File: config.mk
export PLATFORM = sky130hd
export DESIGN_NAME = ball_bouncer
export DESIGN_NICKNAME = d
export VERILOG_FILES = /design/src/rtl/ball_bouncer.sv
export SDC_FILE = /design/constraint.sdc
export NUM_CORES = 1
export LEC_CHECK = 0
export CAP_MARGIN = 20
export CELL_PAD_IN_SITES_DETAIL_PLACEMENT = 1
export CELL_PAD_IN_SITES_GLOBAL_PLACEMENT = 2
export CORE_MARGIN = 2
export CORE_UTILIZATION = 26
export CTS_CLUSTER_DIAMETER = 200
export CTS_CLUSTER_SIZE = 16
export DETAILED_ROUTE_END_ITERATION = 7
export MAX_ROUTING_LAYER = met4
export PLACE_DENSITY = 0.87
export SYNTH_ARGS = -nofsm -noshare
export SYNTH_HDL_FRONTEND = slang
export SYNTH_SLANG_ARGS = --single-unit
File: constraint.sdc
create_clock -name i_clk -period 2.69 [get_ports i_clk]
set_input_delay 0.269 -clock i_clk [delete_from_list [all_inputs] [get_ports i_clk]]
set_output_delay 0.269 -clock i_clk [all_outputs]
set_load 0.05 [all_outputs]
File: src/rtl/ball_bouncer.sv
// Per-pixel renderer for a square ball bouncing inside the visible area.
// Position advances once per frame on the vblank rising edge; RGB is registered (1 clk latency).
module ball_bouncer #(
    parameter int H_VISIBLE = 640,
    parameter int V_VISIBLE = 480,
    parameter int BALL_SIZE = 16,
    parameter int INIT_X    = 128,
    parameter int INIT_Y    = 128,
    parameter int SPEED_X   = 2,
    parameter int SPEED_Y   = 1
) (
    input  logic       i_clk,
    input  logic       i_reset,
    input  logic [9:0] i_hpos,
    input  logic [9:0] i_vpos,
    input  logic       i_visible,
    input  logic       i_vblank,
    input  logic       i_enable,
    output logic [7:0] o_r,
    output logic [7:0] o_g,
    output logic [7:0] o_b,
    output logic       o_visible,
    output logic [9:0] o_ball_x,
    output logic [9:0] o_ball_y,
    output logic       o_bounce_x,
    output logic       o_bounce_y
);

    localparam logic [10:0] C_MAX_X   = 11'(H_VISIBLE - BALL_SIZE);
    localparam logic [10:0] C_MAX_Y   = 11'(V_VISIBLE - BALL_SIZE);
    localparam logic [10:0] C_SPD_X   = 11'(SPEED_X);
    localparam logic [10:0] C_SPD_Y   = 11'(SPEED_Y);
    localparam logic [10:0] C_SIZE_M1 = 11'(BALL_SIZE - 1);
    localparam logic [9:0]  C_INIT_X  = 10'(INIT_X);
    localparam logic [9:0]  C_INIT_Y  = 10'(INIT_Y);
    localparam logic [7:0]  C_FULL    = 8'hFF;
    localparam logic [7:0]  C_BG_BLUE = 8'h40;

    typedef struct packed {
        logic [9:0] pos;
        logic       dir_neg;
        logic       wall;
    } axis_t;

    // One axis of motion; 11-bit arithmetic so neither overshoot nor undershoot wraps.
    function automatic axis_t axis_step(
        input logic [9:0]  pos,
        input logic        dir_neg,
        input logic [10:0] speed,
        input logic [10:0] max_pos
    );
        logic [10:0] wide;
        logic [10:0] up;
        logic [10:0] dn;
        axis_t       res;
        wide        = {1'b0, pos};
        up          = wide + speed;
        dn          = wide - speed;
        res.pos     = pos;
        res.dir_neg = dir_neg;
        res.wall    = 1'b0;
        if (!dir_neg) begin
            if (up > max_pos) begin
                res.pos     = max_pos[9:0];
                res.dir_neg = 1'b1;
                res.wall    = 1'b1;
            end else begin
                res.pos = up[9:0];
            end
        end else begin
            if (wide < speed) begin
                res.pos     = 10'd0;
                res.dir_neg = 1'b0;
                res.wall    = 1'b1;
            end else begin
                res.pos = dn[9:0];
            end
        end
        return res;
    endfunction

    logic [9:0]  r_x;
    logic [9:0]  r_y;
    logic        r_dir_x_neg;
    logic        r_dir_y_neg;
    logic        r_vblank_q;
    logic        r_bounce_x;
    logic        r_bounce_y;
    logic [7:0]  r_r;
    logic [7:0]  r_g;
    logic [7:0]  r_b;
    logic        r_visible;

    logic        w_tick;
    axis_t       w_step_x;
    axis_t       w_step_y;
    logic [10:0] w_x_end;
    logic [10:0] w_y_end;
    logic        w_in_x;
    logic        w_in_y;
    logic        w_hit;

    assign w_tick   = i_vblank & ~r_vblank_q & i_enable;
    assign w_step_x = axis_step(r_x, r_dir_x_neg, C_SPD_X, C_MAX_X);
    assign w_step_y = axis_step(r_y, r_dir_y_neg, C_SPD_Y, C_MAX_Y);

    assign w_x_end = {1'b0, r_x} + C_SIZE_M1;
    assign w_y_end = {1'b0, r_y} + C_SIZE_M1;
    assign w_in_x  = (i_hpos >= r_x) & ({1'b0, i_hpos} <= w_x_end);
    assign w_in_y  = (i_vpos >= r_y) & ({1'b0, i_vpos} <= w_y_end);
    assign w_hit   = i_visible & w_in_x & w_in_y;

    // Ball motion: reset overrides a coincident tick; pulses last one clk after a tick.
    always_ff @(posedge i_clk) begin
        if (i_reset) begin
            r_x         <= C_INIT_X;
            r_y         <= C_INIT_Y;
            r_dir_x_neg <= 1'b0;
            r_dir_y_neg <= 1'b0;
            r_vblank_q  <= 1'b1;
            r_bounce_x  <= 1'b0;
            r_bounce_y  <= 1'b0;
        end else begin
            r_vblank_q <= i_vblank;
            if (w_tick) begin
                r_x         <= w_step_x.pos;
                r_dir_x_neg <= w_step_x.dir_neg;
                r_bounce_x  <= w_step_x.wall;
                r_y         <= w_step_y.pos;
                r_dir_y_neg <= w_step_y.dir_neg;
                r_bounce_y  <= w_step_y.wall;
            end else begin
                r_bounce_x <= 1'b0;
                r_bounce_y <= 1'b0;
            end
        end
    end

    // Pixel colour pipeline stage.
    always_ff @(posedge i_clk) begin
        if (i_reset) begin
            r_r       <= 8'h00;
            r_g       <= 8'h00;
            r_b       <= 8'h00;
            r_visible <= 1'b0;
        end else begin
            r_visible <= i_visible;
            if (w_hit) begin
                r_r <= C_FULL;
                r_g <= C_FULL;
                r_b <= C_FULL;
            end else if (i_visible) begin
                r_r <= 8'h00;
                r_g <= 8'h00;
                r_b <= C_BG_BLUE;
            end else begin
                r_r <= 8'h00;
                r_g <= 8'h00;
                r_b <= 8'h00;
            end
        end
    end

    assign o_r        = r_r;
    assign o_g        = r_g;
    assign o_b        = r_b;
    assign o_visible  = r_visible;
    assign o_ball_x   = r_x;
    assign o_ball_y   = r_y;
    assign o_bounce_x = r_bounce_x;
    assign o_bounce_y = r_bounce_y;

endmodule
== Yosys cells after proc, flatten, opt, wreduce, memory -nomap -nowiden ==
Cells that the tools add are included.
Operators by class
  add/subtract/negate cells: 6
  order comparisons: 8
  bitwise gates (word level): 8
  muxes and demuxes: 13
  reduce and logical (&&, ||, !) cells: 1
Operator list (count)
  $mux W10: 4
  $mux W12: 2
  $add A10 B4 Y11 const B: 2
  $le A10 B11 Y1: 2
  $ge A10 B10 Y1: 2
  $mux W8: 2
  $add A10 B1 Y11 const B: 1
  $add A10 B2 Y11 const B: 1
  $gt A11 B10 Y1 const B: 1
  $gt A11 B9 Y1 const B: 1
  $lt A10 B1 Y1 const B: 1
  $lt A10 B2 Y1 const B: 1
  $sub A10 B1 Y10 const B: 1
  $sub A10 B2 Y10 const B: 1
  $mux W2: 4
  $mux W7: 1
  $and A1 B1 Y1: 6
  $not A1 Y1: 2
  $reduce_or A2 Y1: 1
Storage, ports and cells
  logic and storage cells: 46
  register bits after elaboration: 42
  output and inout port bits: 47
  input bits: 25

== Longest topological paths before layout ==
Gate-level depths: netlist of the first run.
  word-level depth: 6
  gate-level depth with buffers: 13
  depth with buffers taken out: 12

== Worst setup path after synthesis of the first run ==
OpenSTA, ideal clock, no wires.
  path type: register to register
  start: register r_x[1] (netlist: o_ball_x[1])
  end: register r_g[6] (netlist: o_g[6])
  stages on the path, launching flop included: 14
  path slack: -257 ps
  arrival: 2870 ps
  library setup time: 78 ps
  data required time: 2612 ps
  buffers on the path: 2
  period minus slack after synthesis: 2947 ps
  path through: dfxtp_1 -> buf_2 -> inv_1 -> ha_1 -> clkbuf_1 -> nand2_1 -> nand4_1 -> xnor2_1 -> ha_1 -> nand2_1 -> or4_1 -> o2111ai_1 -> o211ai_1 -> nor3_1
Between the ends
  cells in the longest elaborated chain, start to end: 6
  elaborated cells on any way between the ends: 7
  classes of those cells: 1 x add/sub; 2 x order compare; 1 x mux; 3 x bitwise
RTL lines
  start: declaration: RTL line 82  | logic [9:0] r_x;
  start signal: assignment: RTL line 126  | r_x <= w_step_x.pos;
  $add A10 B4 Y11: RTL line 107  | assign w_x_end = {1'b0, r_x} + C_SIZE_M1;
  $le A10 B11 Y1: RTL line 109  | assign w_in_x = (i_hpos >= r_x) & ({1'b0, i_hpos} <= w_x_end);
  $and A1 B1 Y1 *: RTL line 109
  $and A1 B1 Y1 * (2 in a row): RTL line 111  | assign w_hit = i_visible & w_in_x & w_in_y;
  $mux W8 *: RTL line 148  | if (w_hit) begin
  end signal: assignment: RTL line 150  | r_g <= C_FULL;
  end signal: assignment: RTL line 154  | r_g <= 8'h00;
  end signal: assignment: RTL line 158  | r_g <= 8'h00;
  end: declaration: RTL line 90  | logic [7:0] r_g;
Every way passes the cells marked *; elsewhere a longest branch is shown, timed or not.
A chain may end at the register's enable or synchronous reset.

== Worst setup path after layout of the first run ==
Ends and elaborated chain as after synthesis.

==> impl_metrics.toml, run 1 <==
[placement]
place_hpwl_um = 8827
place_congestion = 0.9111
port_buffers = 70
dpl-instance-area_mm2 = 0.004025
dp_cells = 623

[die]
die_width_um = 114.9
rows = 40
fp.dieH_um = 114.9
io_pins = 72
start_util = 0.2664
die-area_mm2 = 0.01321
core_mm2 = 0.01201

[sta]
fmax_mhz = 396.8
finalCritPeriodShare = 0.9369
drv_slew = 0
period_minus_slack_ns = 2.520
final-hold-violation-count = 0
worstMarginPinSlew_ns = 0.7347
rsz0062_at_grt = "no"
tns_ns = 0
setup-violations-final = 0
skew_ns = 0.003005
slew_headroom = 0.5087

[setup_path]
start_kind = "flop"
max_stage_delay_ns = 0.49
slowest_stage = "or4_1"
crit_chain = "or3_4, and2_4, nand2_1, xnor2_1, ha_1, nand2_1, or4_1, o2111ai_2, o211ai_1, nor3_1"
startpoint = "o_ball_x[1]$_SDFFE_PP0P_"
cp_common_cell = "nand2_1"
worst-path-max-fanout = 6
cp-end-kind = "flop"
arrival_ns = 2.72
worst_ep_required_time_ns = 2.89
r2r-start = "o_ball_x[1]$_SDFFE_PP0P_"
crit_type = "flop to flop"

[grt]
track_usage = 0.1789
busiest_layer = "met2"
grt-ovfl-total = 0
grt_pass1_wl_um = 18590
grt_pass1_vias = 3677
antenna_found_initial = 0
met1_usage = 0.2156
use_met2 = 0.3212
gr-usage-met3 = 0.01529
grt_start_max_net_pins = 27

[routing]
wl_per_cell_um = 17.73
vias = 3488
vias_per_cell = 5.510
routed_wl_um = 11220
drc = 0
ant_nets = 0
drtIter0Drc = 101
firstDrtPassIters = 4

[clock_network]
cts_tree = "yes"
cts_buffers = 3
clockBufferDepth = 2
cts-root-buf = "clkbuf_16"
insertion_delay_ns = 0.27
clock-sinks = 27
clkSlewWorstSetupHoldPaths_ns = 0.07
cts_max_level = 1

[finish]
finalInstanceArea_mm2 = 0.004190
final_util = 0.3489
areaGrowthSynthToFinish_pct = 30.97
drive_above_1_share = 0.1173
fin_nets = 555
final_cells = 633
antennaDiodeCount = 0

[synth]
synth_fp_nets = 494
synth_cells = 426
yosysWarnings = 0
syn_area_per_cell_um2 = 7.510
ys_seq_area_frac = 0.1689
synth-edff-count = 0
synth-main-ff-cell = "dfxtp_1"
synth-seq-cells = 27
synth.distinct_cells = 61
syn-cell-area_mm2 = 0.003199
synthArstFlopShare = 0

[hold_path]
hp-class = "flop to flop"
min-delay-start = "o_ball_y[1]$_SDFFE_PP0P_"

[pwr]
leakage_nw = 1.545
ir_drop_mv = 0.1729
power-per-cell-area_mw_per_mm2 = 269.9

[job]
max_cap_viol_count = 0

[run_status]
status = "complete, no violations"
[worst max-delay path: cells and delay by family, from the launching register on]
| family | cells | cell delay [ns] |
|---|---|---|
| adder cells (fa/ha/maj) | 1 | 0.36 |
| AND/OR/NAND/NOR | 6 | 1.37 |
| AO/OA/AOI/OAI | 2 | 0.27 |
| flip-flops | 1 | 0.37 |
| XOR/XNOR | 1 | 0.07 |
[cell type report]
type | instances | area (um^2)
clock buffer | 4 | 78.83
fill | 1469 | 7821
inverter | 25 | 93.84
multi-input combinational | 325 | 2323
sequential | 27 | 549.3
tap | 147 | 183.9
timing repair buffer | 105 | 960.9
[registers in the layout (all words and copies together) (netlist names)]
name / count
o_ball_y: 10
o_visible: 1
o_b: 1
r_dir_y_neg: 1
r_dir_x_neg: 1
o_ball_x: 9
o_g: 1
o_bounce_y: 1
o_bounce_x: 1
r_vblank_q: 1
[kinds of logic after synthesis]
group,Yosys count,share of synthesized area
buffers and inverters,74,0.1177
other,1,0.001172
AOI/OAI and AO/OA,127,0.2656
xor gates and xnor gates,21,0.05749
adders and majority gates,43,0.1682
DFF,27,0.1689
muxes,1,0.003519
and+or+nand+nor,132,0.2174
[through the flow]
| stage | power, W | hold slack, ns | setup WS, ns |
|---|---|---|---|
| 6_report | 0.001131 | 0.5692 | 0.1698 |
| 5_1_grt | 0.001196 | 0.5829 | 0.01365 |
| 4_1_cts | 0.001134 | 0.5829 | 0.03221 |
| 3_5_place_dp | 0.0007645 | 0.5730 | 0.08123 |
| 3_3_place_gp | 0.0007527 | 0.5270 | 0.1218 |
| 2_1_floorplan | 0.0006332 | 0.3756 | 0.001914 |
[synthesized netlist by cell type, types with 9 or more instances]
library cell	count	area, um^2
o21ai_0	29	145.1
nor2_1	23	86.33
buf_2	9	45.04
clkbuf_1	16	60.06
nand2_1	26	97.59
buf_4	23	172.7
nand4_1	10	62.56
ha_1	43	538.0
dfxtp_1	27	540.5
nor3_1	20	100.1
nand3_1	17	85.08
xnor2_1	20	175.2
inv_1	22	82.58
a21oi_1	34	170.2
[final timing paths]
| kind | to | slack, ns | cells after the start |
|---|---|---|---|
| max | o_g[6]$_SDFF_PP0_ | 0.17 | 10 |
| min | o_ball_y[1]$_SDFFE_PP0P_ | 0.57 | 2 |
| max reg2reg | o_g[6]$_SDFF_PP0_ | 0.17 | 10 |
| min reg2reg | o_ball_y[1]$_SDFFE_PP0P_ | 0.57 | 2 |
[cell usage in the layout (no fill, tap or decap), types with 4 or more instances in the layout]
cell | Yosys | routed
ha_1 | 43 | 43
o22ai_1 | 5 | 5
dfxtp_1 | 27 | 24
xnor2_1 | 20 | 20
o21ai_0 | 29 | 29
o31ai_1 | 6 | 6
a31oi_1 | 6 | 6
a21oi_1 | 34 | 34
nor3_1 | 20 | 20
clkdlybuf4s50_1 | 0 | 70
nand2_1 | 26 | 25
nor2b_1 | 5 | 5
nand4_1 | 10 | 10
nor4_1 | 7 | 7
inv_1 | 22 | 22
o211ai_1 | 4 | 4
and3_1 | 4 | 4
buf_4 | 23 | 34
nor2_1 | 23 | 23
nand3_1 | 17 | 17
a211oi_1 | 6 | 6
a21o_1 | 4 | 4
[timing repair]
item                       CTS  global route
setup endpoints to repair    0             1
hold buffers                 0             0
buffers inserted             0             6
resized for setup            0             9
[power by group]
| group | internal, W | switching [W] | total (W) |
|---|---|---|---|
| Combinational | 0.000151 | 0.000203 | 0.000354 |
| Sequential | 0.000406 | 0.00000909 | 0.000415 |
| Clock | 0.000204 | 0.000158 | 0.000362 |
| Total | 0.000761 | 0.000370 | 0.00113 |
[per-layer routing]
layer	vias to the layer above	routed length, um
met5	-	0
met2	84	5714
li1	1679	-
met1	1710	4964
met3	15	361
met4	0	179
No activity file was read; power rests on OpenSTA's default activity.
==> run 2: changes to the inputs <==
--- a/config.mk
+++ b/config.mk
@@ -13,6 +13,7 @@
 export CTS_CLUSTER_DIAMETER = 200
 export CTS_CLUSTER_SIZE = 16
 export DETAILED_ROUTE_END_ITERATION = 7
+export GPL_TIMING_DRIVEN = 0
 export MAX_ROUTING_LAYER = met4
 export PLACE_DENSITY = 0.87
 export SYNTH_ARGS = -nofsm -noshare
==> run 2 against run 1 <==
Sequential cell count unchanged. Combinational power about the same. Critical endpoint unchanged. Critical path type unchanged. Clock skew rose by 0.0020 ns. First-iteration DRC count up 14%. Critical path depth is 1 higher.
==> impl_metrics.toml, run 2 (synthesis results as in run 1) <==
[run_status]
status = "complete, no violations"

[clock_network]
cts-root-buf = "clkbuf_16"
clockBufferDepth = 2
clkSlewWorstSetupHoldPaths_ns = 0.08
cts_max_level = 1
cts_tree = "yes"
clock-sinks = 27
cts_hold_buffers = 0
cts_buffers = 3
insertion_delay_ns = 0.27

[pwr]
ir_drop_mv = 0.2050
power-per-cell-area_mw_per_mm2 = 263.4
leakage_nw = 1.604

[placement]
place_congestion = 0.8650
place_ws_ns = -0.3783
place_hpwl_um = 8928
dpl-instance-area_mm2 = 0.004080
dp_cells = 642
port_buffers = 69

[setup_path]
crit_chain = "buf_6, or3_4, and2_4, nand2_2, xnor2_2, ha_1, a2111oi_2, o221ai_1, o2111ai_2, o211ai_1, nor3_1"
reg2reg_depth = 11
start_kind = "flop"
max_stage_delay_ns = 0.35
slowest_stage = "dfxtp_4"
worst-path-max-fanout = 10
crit_type = "flop to flop"
worst_ep_required_time_ns = 2.88
arrival_ns = 2.71
cp-end-kind = "flop"

[die]
die-area_mm2 = 0.01321
start_util = 0.2664
fp.dieH_um = 114.9
core_mm2 = 0.01201
die_width_um = 114.9
rows = 40
io_pins = 72

[sta]
finalCritPeriodShare = 0.9363
skew_ns = 0.005000
final-hold-violation-count = 0
fin_hold_ws_ns = 0.4105
setup-violations-final = 0
worstMarginPinSlew_ns = 0.7403
fmax_mhz = 397.0
drv_slew = 0
setup_ws_ns = 0.1713
rsz0062_at_grt = "no"
period_minus_slack_ns = 2.519
tns_ns = 0
slew_headroom = 0.5032

[routing]
top_layer = "met4"
firstDrtPassIters = 4
wl_met3_um = 414
ant_nets = 0
drc = 0
vias = 3511
met2WireLength_um = 5678
wl_per_cell_um = 17.48
drtIter0Drc = 115
vias_per_cell = 5.418
routed_wl_um = 11330
wl_met1_um = 5115

[finish]
finalInstanceArea_mm2 = 0.004307
drive_above_1_share = 0.1537
final_cells = 648
fin_nets = 570
areaGrowthSynthToFinish_pct = 34.61
largest_register_ffs = 10
antennaDiodeCount = 0
final_cell_mix = "clkdlybuf4s50_1 (69), ha_1 (41), a21oi_1 (33)"
final_common_cell = "clkdlybuf4s50_1"

[grt]
track_usage = 0.1708
grt_start_max_net_pins = 24
grt_pass1_vias = 3643
grt_pass1_wl_um = 17880
grt-ovfl-total = 0
antenna_found_initial = 0

[job]
max_cap_viol_count = 0

[hold_path]
min_path_cells = 2
hp-class = "primary input to flop"
-- run 2: metrics by stage --
| step | utilization | power (W) |
|---|---|---|
| 6_report | 0.3585 | 0.001135 |
| 5_1_grt | 0.3585 | 0.001188 |
| 4_1_cts | 0.3488 | 0.001128 |
| 3_5_place_dp | 0.3397 | 0.0007575 |
| 3_3_place_gp | 0.3397 | 0.0007455 |
| 2_1_floorplan | - | 0.0006332 |
-- run 2: what timing repair did --
item | CTS | global route
buffers inserted | 1 | 5
endpoints found under the setup margin | 2 | 2
gates resized for setup | 11 | 32
pin swaps | 0 | 4
cloned | 0 | 0
-- run 2: area by class of cell --
type | count | area (um^2)
clock buffers | 4 | 78.83
plain buffers | 45 | 292.8
repair buffers | 75 | 735.7
inverters | 25 | 93.84
flip-flops and latches | 27 | 560.5
multi-input cells | 325 | 2361
well taps | 147 | 183.9
fillers | 1471 | 7705
-- run 2: final timing paths --
path / endpoint / slack, ns / from
worst min register to register: o_ball_y[0]$_SDFFE_PP0P_ / 0.55 / o_ball_y[0]$_SDFFE_PP0P_
worst max register to register: o_g[6]$_SDFF_PP0_ / 0.17 / o_ball_x[3]$_SDFFE_PP0P_
worst min-delay path: o_b[6]$_SDFF_PP0_ / 0.41 / i_reset
worst max-delay path: o_g[6]$_SDFF_PP0_ / 0.17 / o_ball_x[3]$_SDFFE_PP0P_
-- run 2: metal layers --
layer | global-route usage | up-vias
li1 | - | 1710
met5 | - | -
met4 | 0.02811 | 0
met1 | 0.2071 | 1706
met2 | 0.3114 | 83
met3 | 0.01529 | 12
-- run 2: report_power, final --
group,switching (W),internal (W)
logic,0.000206,0.000150
clock network,0.000159,0.000204
registers,0.0000100,0.000406
total,0.000375,0.000760
-- run 2: worst max-delay path, delay by kind of cell, from the launching register on --
| kind | cells | cell delay, ns |
|---|---|---|
| adder cells (fa/ha/maj) | 1 | 0.35 |
| AO/OA/AOI/OAI | 4 | 0.80 |
| XOR/XNOR | 1 | 0.06 |
| buffers and inverters | 1 | 0.14 |
| AND/OR/NAND/NOR | 4 | 0.74 |
| flip-flops | 1 | 0.35 |
